### src/rtl/power_sqrt.sv
// Pipelined integer square root: floor(sqrt(power)) and exact remainder, one
// sample per cycle, fixed latency of OUT_W + 2 cycles from in_en to out_en.
module power_sqrt #(
    parameter  int IN_W  = 31,
    localparam int OUT_W = (IN_W + 1) / 2
) (
    input  logic              clk,
    input  logic              rst,
    input  logic [IN_W-1:0]   power,
    input  logic              in_en,
    output logic [OUT_W-1:0]  mag,
    output logic [OUT_W:0]    rem,
    output logic              out_en
);

    localparam int R_W = IN_W + 1;
    // Trial values reach bit 2*OUT_W; compare at this width so nothing truncates.
    localparam int T_W = 2 * OUT_W + 1;

    // Index 0 is the input register; index s holds the result after root bit OUT_W-s.
    logic [R_W-1:0]   r_q [0:OUT_W];
    logic [OUT_W-1:0] q_q [0:OUT_W];
    logic [OUT_W:0]   v_q;

    logic [R_W-1:0]   r_d [1:OUT_W];
    logic [OUT_W-1:0] q_d [1:OUT_W];

    logic [OUT_W-1:0] mag_q;
    logic [OUT_W:0]   rem_q;
    logic             out_en_q;

    function automatic logic [T_W-1:0] trial(input logic [OUT_W-1:0] q, input int b);
        return (T_W'(q) << (b + 1)) + (T_W'(1) << (2 * b));
    endfunction

    always_comb begin
        for (int s = 1; s <= OUT_W; s++) begin
            r_d[s] = r_q[s-1];
            q_d[s] = q_q[s-1];
            if (T_W'(r_q[s-1]) >= trial(q_q[s-1], OUT_W - s)) begin
                r_d[s] = R_W'(T_W'(r_q[s-1]) - trial(q_q[s-1], OUT_W - s));
                q_d[s] = q_q[s-1] | (OUT_W'(1) << (OUT_W - s));
            end
        end
    end

    // NOTE: the data pipeline is deliberately left unreset; only valid flags gate
    // what reaches mag/rem, so stale data is harmless and saves reset fan-out.
    always_ff @(posedge clk) begin
        r_q[0] <= R_W'(power);
        q_q[0] <= '0;
        for (int s = 1; s <= OUT_W; s++) begin
            r_q[s] <= r_d[s];
            q_q[s] <= q_d[s];
        end
    end

    always_ff @(posedge clk) begin
        if (rst) begin
            v_q      <= '0;
            mag_q    <= '0;
            rem_q    <= '0;
            out_en_q <= 1'b0;
        end else begin
            v_q      <= {v_q[OUT_W-1:0], in_en};
            out_en_q <= v_q[OUT_W];
            if (v_q[OUT_W]) begin
                mag_q <= q_q[OUT_W];
                rem_q <= r_q[OUT_W][OUT_W:0];
            end
        end
    end

    assign mag    = mag_q;
    assign rem    = rem_q;
    assign out_en = out_en_q;

endmodule
### config.mk
export PLATFORM = sky130hd
export DESIGN_NAME = power_sqrt
export DESIGN_NICKNAME = d
export VERILOG_FILES = /design/src/rtl/power_sqrt.sv
export SDC_FILE = /design/constraint.sdc
export NUM_CORES = 1
export LEC_CHECK = 0
export ABC_AREA = 1
export CORE_MARGIN = 3
export CORE_UTILIZATION = 60
export DETAILED_ROUTE_END_ITERATION = 8
export GPL_ROUTABILITY_DRIVEN = 1
export PLACE_DENSITY = 0.82
export SLEW_MARGIN = 20
export SYNTH_ARGS = -nofsm -noshare
export SYNTH_HDL_FRONTEND = slang
export SYNTH_SLANG_ARGS = --single-unit
### constraint.sdc
create_clock -name clk -period 5.56 [get_ports clk]
set_clock_uncertainty 0.05 [all_clocks]
set_input_delay 1.39 -clock clk [delete_from_list [all_inputs] [get_ports clk]]
set_output_delay 1.39 -clock clk [all_outputs]
set_load 0.005 [all_outputs]
==> flow_summary.ini, run 1 <==
[setup_path]
crit_arrival_ps = 1500
path_cells = clkdlybuf4s50_1
r2r_start = q_q[11][11]
crit_path_end_kind = primary output
path_max_fanout = 2
reg2reg_to = r_q[12][25]
crit_cells = 1
worst_ep_required_time_ps = 4120
path_buf_inv = 1
path_class = register to primary output
cp_slowest_stage_delay_ps = 550
setup.worst_path.start = mag[8]
endpoint = mag[8]
worstSetupStartpointType = register
rr_worst_depth = 10
setup.reg_to_reg.worst_slack_ps = 2880
slowest_stage = clkdlybuf4s50_1
cpLargestDelayFamily = buffers and inverters

[clock_network]
clockBufferDepth = 3
cts_max_level = 3
cts_tree = done
cts_hold_buf = 0
cts-resized-gates = 0
clk_pin_slew_ps = 60
root_buffer = clkbuf_16
numClockSinks = 715
clk_latency_ps = 620
post_cts_buffers = 0
cts_buffers = 71

[die]
initial_core_util_pct = 61.1
chipWidth_microns = 233
io-pin-count = 68
row_count = 82
die_h_microns = 233
core_sq_mm = 0.0504
die-area_sq_mm = 0.0541

[placed_design]
port_buffers = 67
dp_hpwl_mm = 58.2
routabilityCongestion = 0.994

[synthesis]
synth_cells = 4120
avgSynthCellArea_sq_um = 7.47
synthDistinctLibCells = 54
yosysTopAreaCell = dfxtp_1
synthTopCellsByArea = dfxtp_1 (46%), nand2_1 (16%), inv_1 (7.2%)
yosysSeqAreaShare_pct = 46.5
synth_top_flop_cell = dfxtp_1
synth_edf_count = 0
async_flop_share_pct = 0
synth_top_area_share_pct = 46.5
syn_area_sq_mm = 0.0308
ys_warn_count = 0
synth-seq-cells = 715

[global_route]
overflow = 0
antenna_found_initial = 3
grt_start_max_net_pins = 52
grt_pass1_wl_mm = 123
grt_pass1_vias = 24900
track_usage_pct = 28.3

[pwr]
finalPower_mw = 19.0
p_clk_share_pct = 27.0
leakage_nw = 17.5
swShare_pct = 38.6
p_seq_share_pct = 38.3
power.switching_mw = 7.34
intPower_mw = 11.7
powerDensity_mw_per_mm2 = 550
pwr-share-comb_pct = 34.7
ir_drop_uv = 376

[drt]
ant_nets = 0
wire_per_inst_microns = 15.5
drt_wl_total_mm = 76.6
drc = 0
vias_per_cell = 5.23
firstDrtPassIters = 6
drtIter0Drc = 1919
via_count = 25900

[sta]
finalCriticalPeriod_ps = 2940
min_period_over_period_pct = 52.8
finalSetupTns_ps = 0
fmax_mhz = 340
maxSlewViolCount = 0
hold_viol = 0
rsz0062_at_grt = false
tightest_slew_ps = 925
slew-limit-headroom_pct = 38.3
setup_viol = 0

[run_status]
outcome = complete, no violations

[cells_and_area]
area_growth_pct = 12.3
post-route-util_pct = 68.6
layout.nets = 4405
final_layout_size_suffix_gt1_share_pct = 5.59

[run]
maxCapViolCount = 0

[worst_hold_path]
hp-class = register to register
## flip-flops by register name, indices dropped and copies added, names as in the netlist
register  count
v_q          17
mag          16
rem          17
out_en        1
q_q         136
r_q         528
## synthesized netlist by cell type, drive strengths merged (2+ instances only)
master  count
nand2    1298
dfxtp     715
inv       602
nor2      407
nand3     269
a21oi     200
ha        150
o21ai     105
nor3       63
xor2       63
nand4      61
xnor2      49
buf        27
nand3b     22
nor4       19
clkbuf     14
a21o        8
or2         8
o21bai      7
and2        6
and3        5
nor3b       5
a21boi      4
o21a        4
clkinv      2
o211ai      2
## area by class of cell
cell class                      count  area, sq um
Clock inverter                     35          553
Timing Repair Buffer               68          673
Multi-Input combinational cell   2761        13900
Tap cell                          672          841
Antenna cell                        1         2.50
Sequential cell                   715        14300
Fill cell                        4029        15800
Inverter                          604         2270
Clock buffer                       92         2010
## metrics by stage
step / area, sq um / std cells / setup slack (ps) / hold slack (ps)
6_report: 34600 / 4948 / 2620 / 276
5_1_grt: 34600 / 4947 / 2590 / 278
4_1_cts: 34600 / 4947 / 2600 / 276
3_5_place_dp: 32000 / 4820 / 2880 / 262
3_3_place_gp: 32000 / 4820 / 2960 / 260
2_1_floorplan: 30800 / 4121 / 3480 / 260
## logic make-up (layout without fill, tap and decap cells)
logic type	count (synthesis)	count (layout)	synth area share (%)
simple gates	2165	2165	29.7
flops	715	715	46.5
buf+inv	645	799	8.36
compound gates	332	332	6.12
fa+ha+maj	150	150	6.10
xor+xnor	112	112	3.19
other cells	1	3	0.0122
## routing by layer
layer | vias to the layer above | share of wire (%) | track usage (%)
met2 | 795 | 47 | 48.1
met3 | 180 | 6.0 | 4.69
met1 | 11800 | 43 | 36.1
met4 | 0 | 3.6 | 10.8
met5 | - | 0 | 0
li1 | 13100 | - | -
## power by group through the flow
stage	sequential, mW	clock, mW	combinational [mW]
finish	7.28	5.14	6.60
global route	7.37	5.40	7.52
CTS	7.26	5.20	6.52
detailed placement	7.36	0	6.43
global placement	7.35	0	6.34
floorplan	6.91	0	5.14
## placed cells by master, fill, tap and decap left out, drive strengths merged, types with 5 or more instances in the layout
master	count
a21o	8
a21oi	200
and2	6
and3	5
bufinv	10
clkbuf	92
clkdlybuf4s50	66
clkinv	16
clkinvlp	6
dfxtp	715
ha	150
inv	607
nand2	1298
nand3	269
nand3b	22
nand4	61
nor2	407
nor3	63
nor3b	5
nor4	19
o21ai	105
o21bai	7
or2	8
xnor2	49
xor2	63
## worst min path at each step
stage | to | startpoint | depth (start not counted) | slack, ps
after floorplan | r_q[1][0] | r_q[0][0] | 0 | 260
after global placement | r_q[1][29] | r_q[0][29] | 0 | 260
after detailed placement | r_q[1][12] | r_q[0][12] | 0 | 260
after CTS | r_q[1][12] | r_q[0][12] | 0 | 280
after global routing | r_q[1][27] | r_q[0][27] | 0 | 280
final | r_q[1][12] | r_q[0][12] | 0 | 280
No activity file was read; power rests on OpenSTA's default activity.
==> run 2, diff against run 1 <==
- CORE_UTILIZATION: 60 -> 56
- PLACE_DENSITY: 0.82 -> 0.81
- clock period: 5.56 -> 2.4 ns (I/O delays scaled with it)
==> run 2 against run 1 <==
  * Critical endpoint is now r_q[12][11]
  * Clock-buffer cell count grew 2
  * Wire length grew 1.4%
  * Critical path type is now register to register
  * Combinational power grew 140%
  * Final cell count grew 1.7%
  * Sequential power grew 130%
  * Global-route usage shrank 1.5 points
==> flow_summary.ini, run 2 (synthesis results as in run 1) <==
[setup_path]
worst_ep_required_time_ps = 2830
cp_slowest_stage_delay_ps = 370
path_max_fanout = 14
path_buf_inv = 3
worstSetupStartpointType = register
cpLargestDelayFamily = simple AND/OR/NAND/NOR gates
path_cells = inv_1 > ha_1 > nand2_1 > inv_1 > a21oi_2 > nand3_2 > nand2_1 > nand4_2 > buf_12 > nand2_1 > nand2_1
crit_top_cell = nand2_1
path_class = register to register
crit_arrival_ps = 2730
slowest_stage = dfxtp_1
crit_path_end_kind = register

[sta]
finalCriticalPeriod_ps = 2300
maxSlewViolCount = 0
hold_viol = 0
fmax_mhz = 434
holdWs_ps = 274
setup_viol = 0
tightest_slew_ps = 922
worst_slack_ps = 95.9
rsz0062_at_grt = true
slew-limit-headroom_pct = 38.2
min_period_over_period_pct = 96.0

[die]
io-pin-count = 68
die-area_sq_mm = 0.0578
chipWidth_microns = 240
row_count = 85
die_h_microns = 240
initial_core_util_pct = 56.9
core_sq_mm = 0.0541

[cells_and_area]
largest-register = r_q
post-route-util_pct = 65.0
diodes = 0
fill_cells = 4418
fin_cells = 5031
largest_reg_flops = 528
mostFrequentLayoutCells = nand2_1 (1274), dfxtp_1 (715), inv_1 (591), nor2_1 (383), nand3_1 (264)
layout.nets = 4460
area_growth_pct = 14.3
final_common_cell = nand2_1
reg.largest.list = r_q: 528 flops, q_q: 136 flops
final_layout_size_suffix_gt1_share_pct = 6.85

[run_status]
outcome = complete, no violations

[clock_network]
clockBufferDepth = 3
clk_latency_ps = 610
clk_pin_slew_ps = 70
numClockSinks = 715
cts_buffers = 72
cts_tree = done
root_buffer = clkbuf_16
cts_max_level = 3

[placed_design]
routabilityCongestion = 0.953
dp_hpwl_mm = 58.6
port_buffers = 67
dp_slack_ps = -78.5
placedCellCount = 4884

[pwr]
finalPower_mw = 44.8
powerDensity_mw_per_mm2 = 1270
leakage_nw = 17.8
ir_drop_uv = 945

[run]
maxCapViolCount = 0

[drt]
wire_per_inst_microns = 15.4
via_count = 26000
ant_nets = 0
drc = 0
drt_wl_total_mm = 77.7
vias_per_cell = 5.17
drtIter0Drc = 2080
firstDrtPassIters = 6

[global_route]
grt_pass1_wl_mm = 124
grt_pass1_vias = 24800
antenna_found_initial = 1
track_usage_pct = 26.8
overflow = 0
grt_start_max_net_pins = 52

[worst_hold_path]
hp-class = register to register
run 2: changes by cell type in the layout (fill, tap and decap cells not counted), sizes merged, moves of 2 or more:
| cell | change |
|---|---|
| clkinvlp | -3 |
| buf | +53 |
| clkbuf | +2 |
| bufinv | +2 |
| inv | +2 |
| clkinv | +3 |
run 2: worst register-to-register path: cells and delay by family (launching register included):
kind | cells | cell delay, ps
AO/OA/AOI/OAI | 1 | 210
flip-flops | 1 | 370
AND/OR/NAND/NOR | 6 | 820
adder cells (fa/ha/maj) | 1 | 360
buffers and inverters | 3 | 370
run 2: cell type report:
class                           count  area [sq um]  share of cell area, %
Tap cell                          696           871                   2.48
Multi-Input combinational cell   2761         13900                   39.6
Inverter                          604          2280                   6.48
Sequential cell                   715         14300                   40.7
Clock buffer                       94          2030                   5.76
Timing Repair Buffer              122          1150                   3.26
Clock inverter                     39           617                   1.75
run 2: power by group:
part | leakage (nW) | internal (mW) | switching (mW) | total, mW
clock network | 1.29 | 7.37 | 4.84 | 12.2
registers | 5.98 | 14.6 | 2.21 | 16.8
logic | 10.5 | 5.58 | 10.1 | 15.7
run 2: per-stage QoR:
step / setup TNS [ps] / instance area, sq um
6_report: 0 / 35200
2_1_floorplan: 0 / 30800
3_3_place_gp: -713 / 32400
5_1_grt: -2.45 / 35200
4_1_cts: 0 / 35000
3_5_place_dp: -874 / 32400
run 2: timing repair:
| item | CTS | global route |
|---|---|---|
| setup buffers | 0 | 14 |
| hold buffers | 0 | 0 |
| endpoints found under the setup margin | 18 | 76 |
| pin swaps | 0 | 7 |
| gates resized for setup | 1 | 7 |
run 2: metal layers:
metal	up-vias	wire [microns]	global-route usage, %
li1	13200	-	-
met1	11800	34300	34.8
met2	805	36600	45.5
met3	162	4320	3.98
met4	0	2510	9.13
met5	-	0	0
run 2: path summary, 6_finish.rpt:
| path | from | end | slack (ps) | cells after the start |
|---|---|---|---|---|
| worst min-delay path | r_q[0][29] | r_q[1][29] | 270 | 0 |
| worst max register to register | q_q[11][11] | r_q[12][11] | 100 | 11 |
| worst max-delay path | q_q[11][11] | r_q[12][11] | 100 | 11 |
| worst min register to register | r_q[0][29] | r_q[1][29] | 270 | 0 |
==> run 3, diff against run 2 <==
- ABC_AREA: 1 -> unset
- CORE_UTILIZATION: 56 -> 55
- PLACE_DENSITY: 0.81 -> 0.8
==> run 3 against run 2 <==
  * The run now ends with negative setup slack left
  * Die area fell by 13%
  * Non-clock buffer count rose by 332
  * Final cell count fell by 27%
==> flow_summary.ini, run 3 <==
[setup_path]
worstSetupStartpointType = register
setup.worst_path.start = q_q[11][5]
path_max_fanout = 5
worst_ep_required_time_ps = 2870
rr_worst_depth = 11
reg2reg_to = r_q[12][28]
r2r_start = q_q[11][5]
crit_arrival_ps = 3100
endpoint = r_q[12][28]
crit_path_end_kind = register
path_class = register to register
setup.reg_to_reg.worst_slack_ps = -220

[die]
row_count = 79
io-pin-count = 68
die-area_sq_mm = 0.0501
die_h_microns = 224
initial_core_util_pct = 55.8
chipWidth_microns = 224
core_sq_mm = 0.0468

[placed_design]
routabilityCongestion = 0.906
port_buffers = 67
dp_hpwl_mm = 44.8
post_dp_cell_area_sq_mm = 0.0297
placedCellCount = 3467

[sta]
hold_viol = 0
finalSetupTns_ps = -11500
finalCriticalPeriod_ps = 2620
holdWs_ps = 277
rsz0062_at_grt = true
maxSlewViolCount = 0
fmax_mhz = 381
setup_viol = 139
tightest_slew_ps = 763
min_period_over_period_pct = 109
slew-limit-headroom_pct = 48.8
worst_slack_ps = -222

[cells_and_area]
reg.largest.list = r_q: 528 flops, q_q: 136 flops
final_common_cell = dfxtp_1
largest-register = r_q
mostFrequentLayoutCells = dfxtp_1 (672), buf_4 (324), inv_1 (176), nor2_1 (155), ha_1 (121)
layout.nets = 3198
fin_cells = 3676
final_layout_size_suffix_gt1_share_pct = 30.2
area_growth_pct = 36.1
stdcell_area_sq_mm = 0.0355
largest_reg_flops = 528

[synthesis]
synth_edf_count = 0
avgSynthCellArea_sq_um = 10.3
post-synth-top-count-cell = dfxtp_1
yosysSeqAreaShare_pct = 54.8
synth_top_area_share_pct = 54.8
syn_area_sq_mm = 0.0261
synth_top_flop_cell = dfxtp_1
yosysTopAreaCell = dfxtp_1
synth_cells = 2539
async_flop_share_pct = 0
synthTopCellsByArea = dfxtp_1 (55%), ha_1 (7.2%), xnor2_1 (3.4%)
yosys-top-cells-count = dfxtp_1 (715), inv_1 (190), nor2_1 (170)
synthDistinctLibCells = 78
synth-seq-cells = 715
ys_warn_count = 0

[clock_network]
cts_max_level = 3
root_buffer = clkbuf_16
clockBufferDepth = 3
numClockSinks = 715
cts_buffers = 70
clk_latency_ps = 650
clk_pin_slew_ps = 70
cts_tree = done
cts_hold_buf = 0

[run_status]
outcome = finished with violations
violations = negative setup slack

[pwr]
p_clk_share_pct = 27.2
finalPower_mw = 42.7
intPower_mw = 28.3
power.switching_mw = 14.4
leakage_nw = 15.7
pwr-share-comb_pct = 33.7
ir_drop_uv = 1090
swShare_pct = 33.8
p_seq_share_pct = 39.1
powerDensity_mw_per_mm2 = 1200

[drt]
firstDrtPassIters = 7
via_count = 20600
ant_nets = 0
drt_wl_total_mm = 73.1
vias_per_cell = 5.62
drtIter0Drc = 1469
wire_per_inst_microns = 19.9
drc = 0

[global_route]
grt_pass1_wl_mm = 105
antenna_found_initial = 0
overflow = 0
grt_pass1_vias = 20800
grt_start_max_net_pins = 52
track_usage_pct = 26.1

[worst_hold_path]
hp-class = register to register

[run]
maxCapViolCount = 0
run 3: what timing repair did:
action	CTS	global route
gates cloned	7	8
resized for setup	258	334
pin swaps	100	125
setup buffers	39	41
endpoints found under the setup margin	198	232
run 3: worst min-delay path by stage:
stage                           from          to  slack, ps  depth (start not counted)
after floorplan            r_q[0][0]   r_q[1][0]        260                          0
after global placement    r_q[0][10]  r_q[1][10]        260                          0
after detailed placement  r_q[0][28]  r_q[1][28]        260                          0
after CTS                 r_q[0][10]  r_q[1][10]        280                          0
after global routing      r_q[0][24]  r_q[1][24]        280                          0
final                     r_q[0][27]  r_q[1][27]        280                          0
run 3: layout make-up:
cell class / instances / area, sq um
Inverter: 190 / 723
Timing Repair Buffer: 454 / 4080
Multi-Input combinational cell: 1583 / 13100
Clock buffer: 93 / 1960
Clock inverter: 33 / 520
Fill cell: 2773 / 11200
Sequential cell: 715 / 14400
Antenna cell: 1 / 2.50
Tap cell: 607 / 759
run 3: metal layers:
layer	track usage, %	share of wire (%)
met2	48.9	52
met1	28.9	38
met4	12.1	5.3
met3	4.27	4.9
met5	0	0
run 3: logic make-up after synthesis:
kind of cell    after synthesis  share of synthesized area (%)
flops                       715                           54.8
fa+ha+maj                   150                           7.19
mux                          61                           2.43
simple gates                745                           14.8
buf+inv                     243                           3.72
xor+xnor                    197                           6.61
compound gates              427                           10.3
other cells                   1                         0.0144
run 3: stage by stage:
step	util (%)	worst slack (ps)
global placement	63.6	-383
finish	76.0	-222
detailed placement	63.6	-404
global route	76.0	-324
CTS	72.1	-176
floorplan	-	-121
run 3: critical path, stage by stage, from the launching register on:
cell	delay, ps
dfxtp_1	370
inv_1	130
ha_4	320
nor2b_1	170
o21ai_2	80
a21boi_1	240
o31ai_1	150
buf_4	160
a21oi_2	380
buf_4	200
nor4_4	40
xor2_1	180
run 3: power by group through the flow:
stage	sequential (mW)	clock [mW]	combinational (mW)
6_report	16.7	11.6	14.4
4_1_cts	16.4	11.6	12.6
5_1_grt	16.9	12.1	15.6
3_5_place_dp	16.5	0	11.5
3_3_place_gp	16.4	0	11.2
2_1_floorplan	15.8	0	7.34
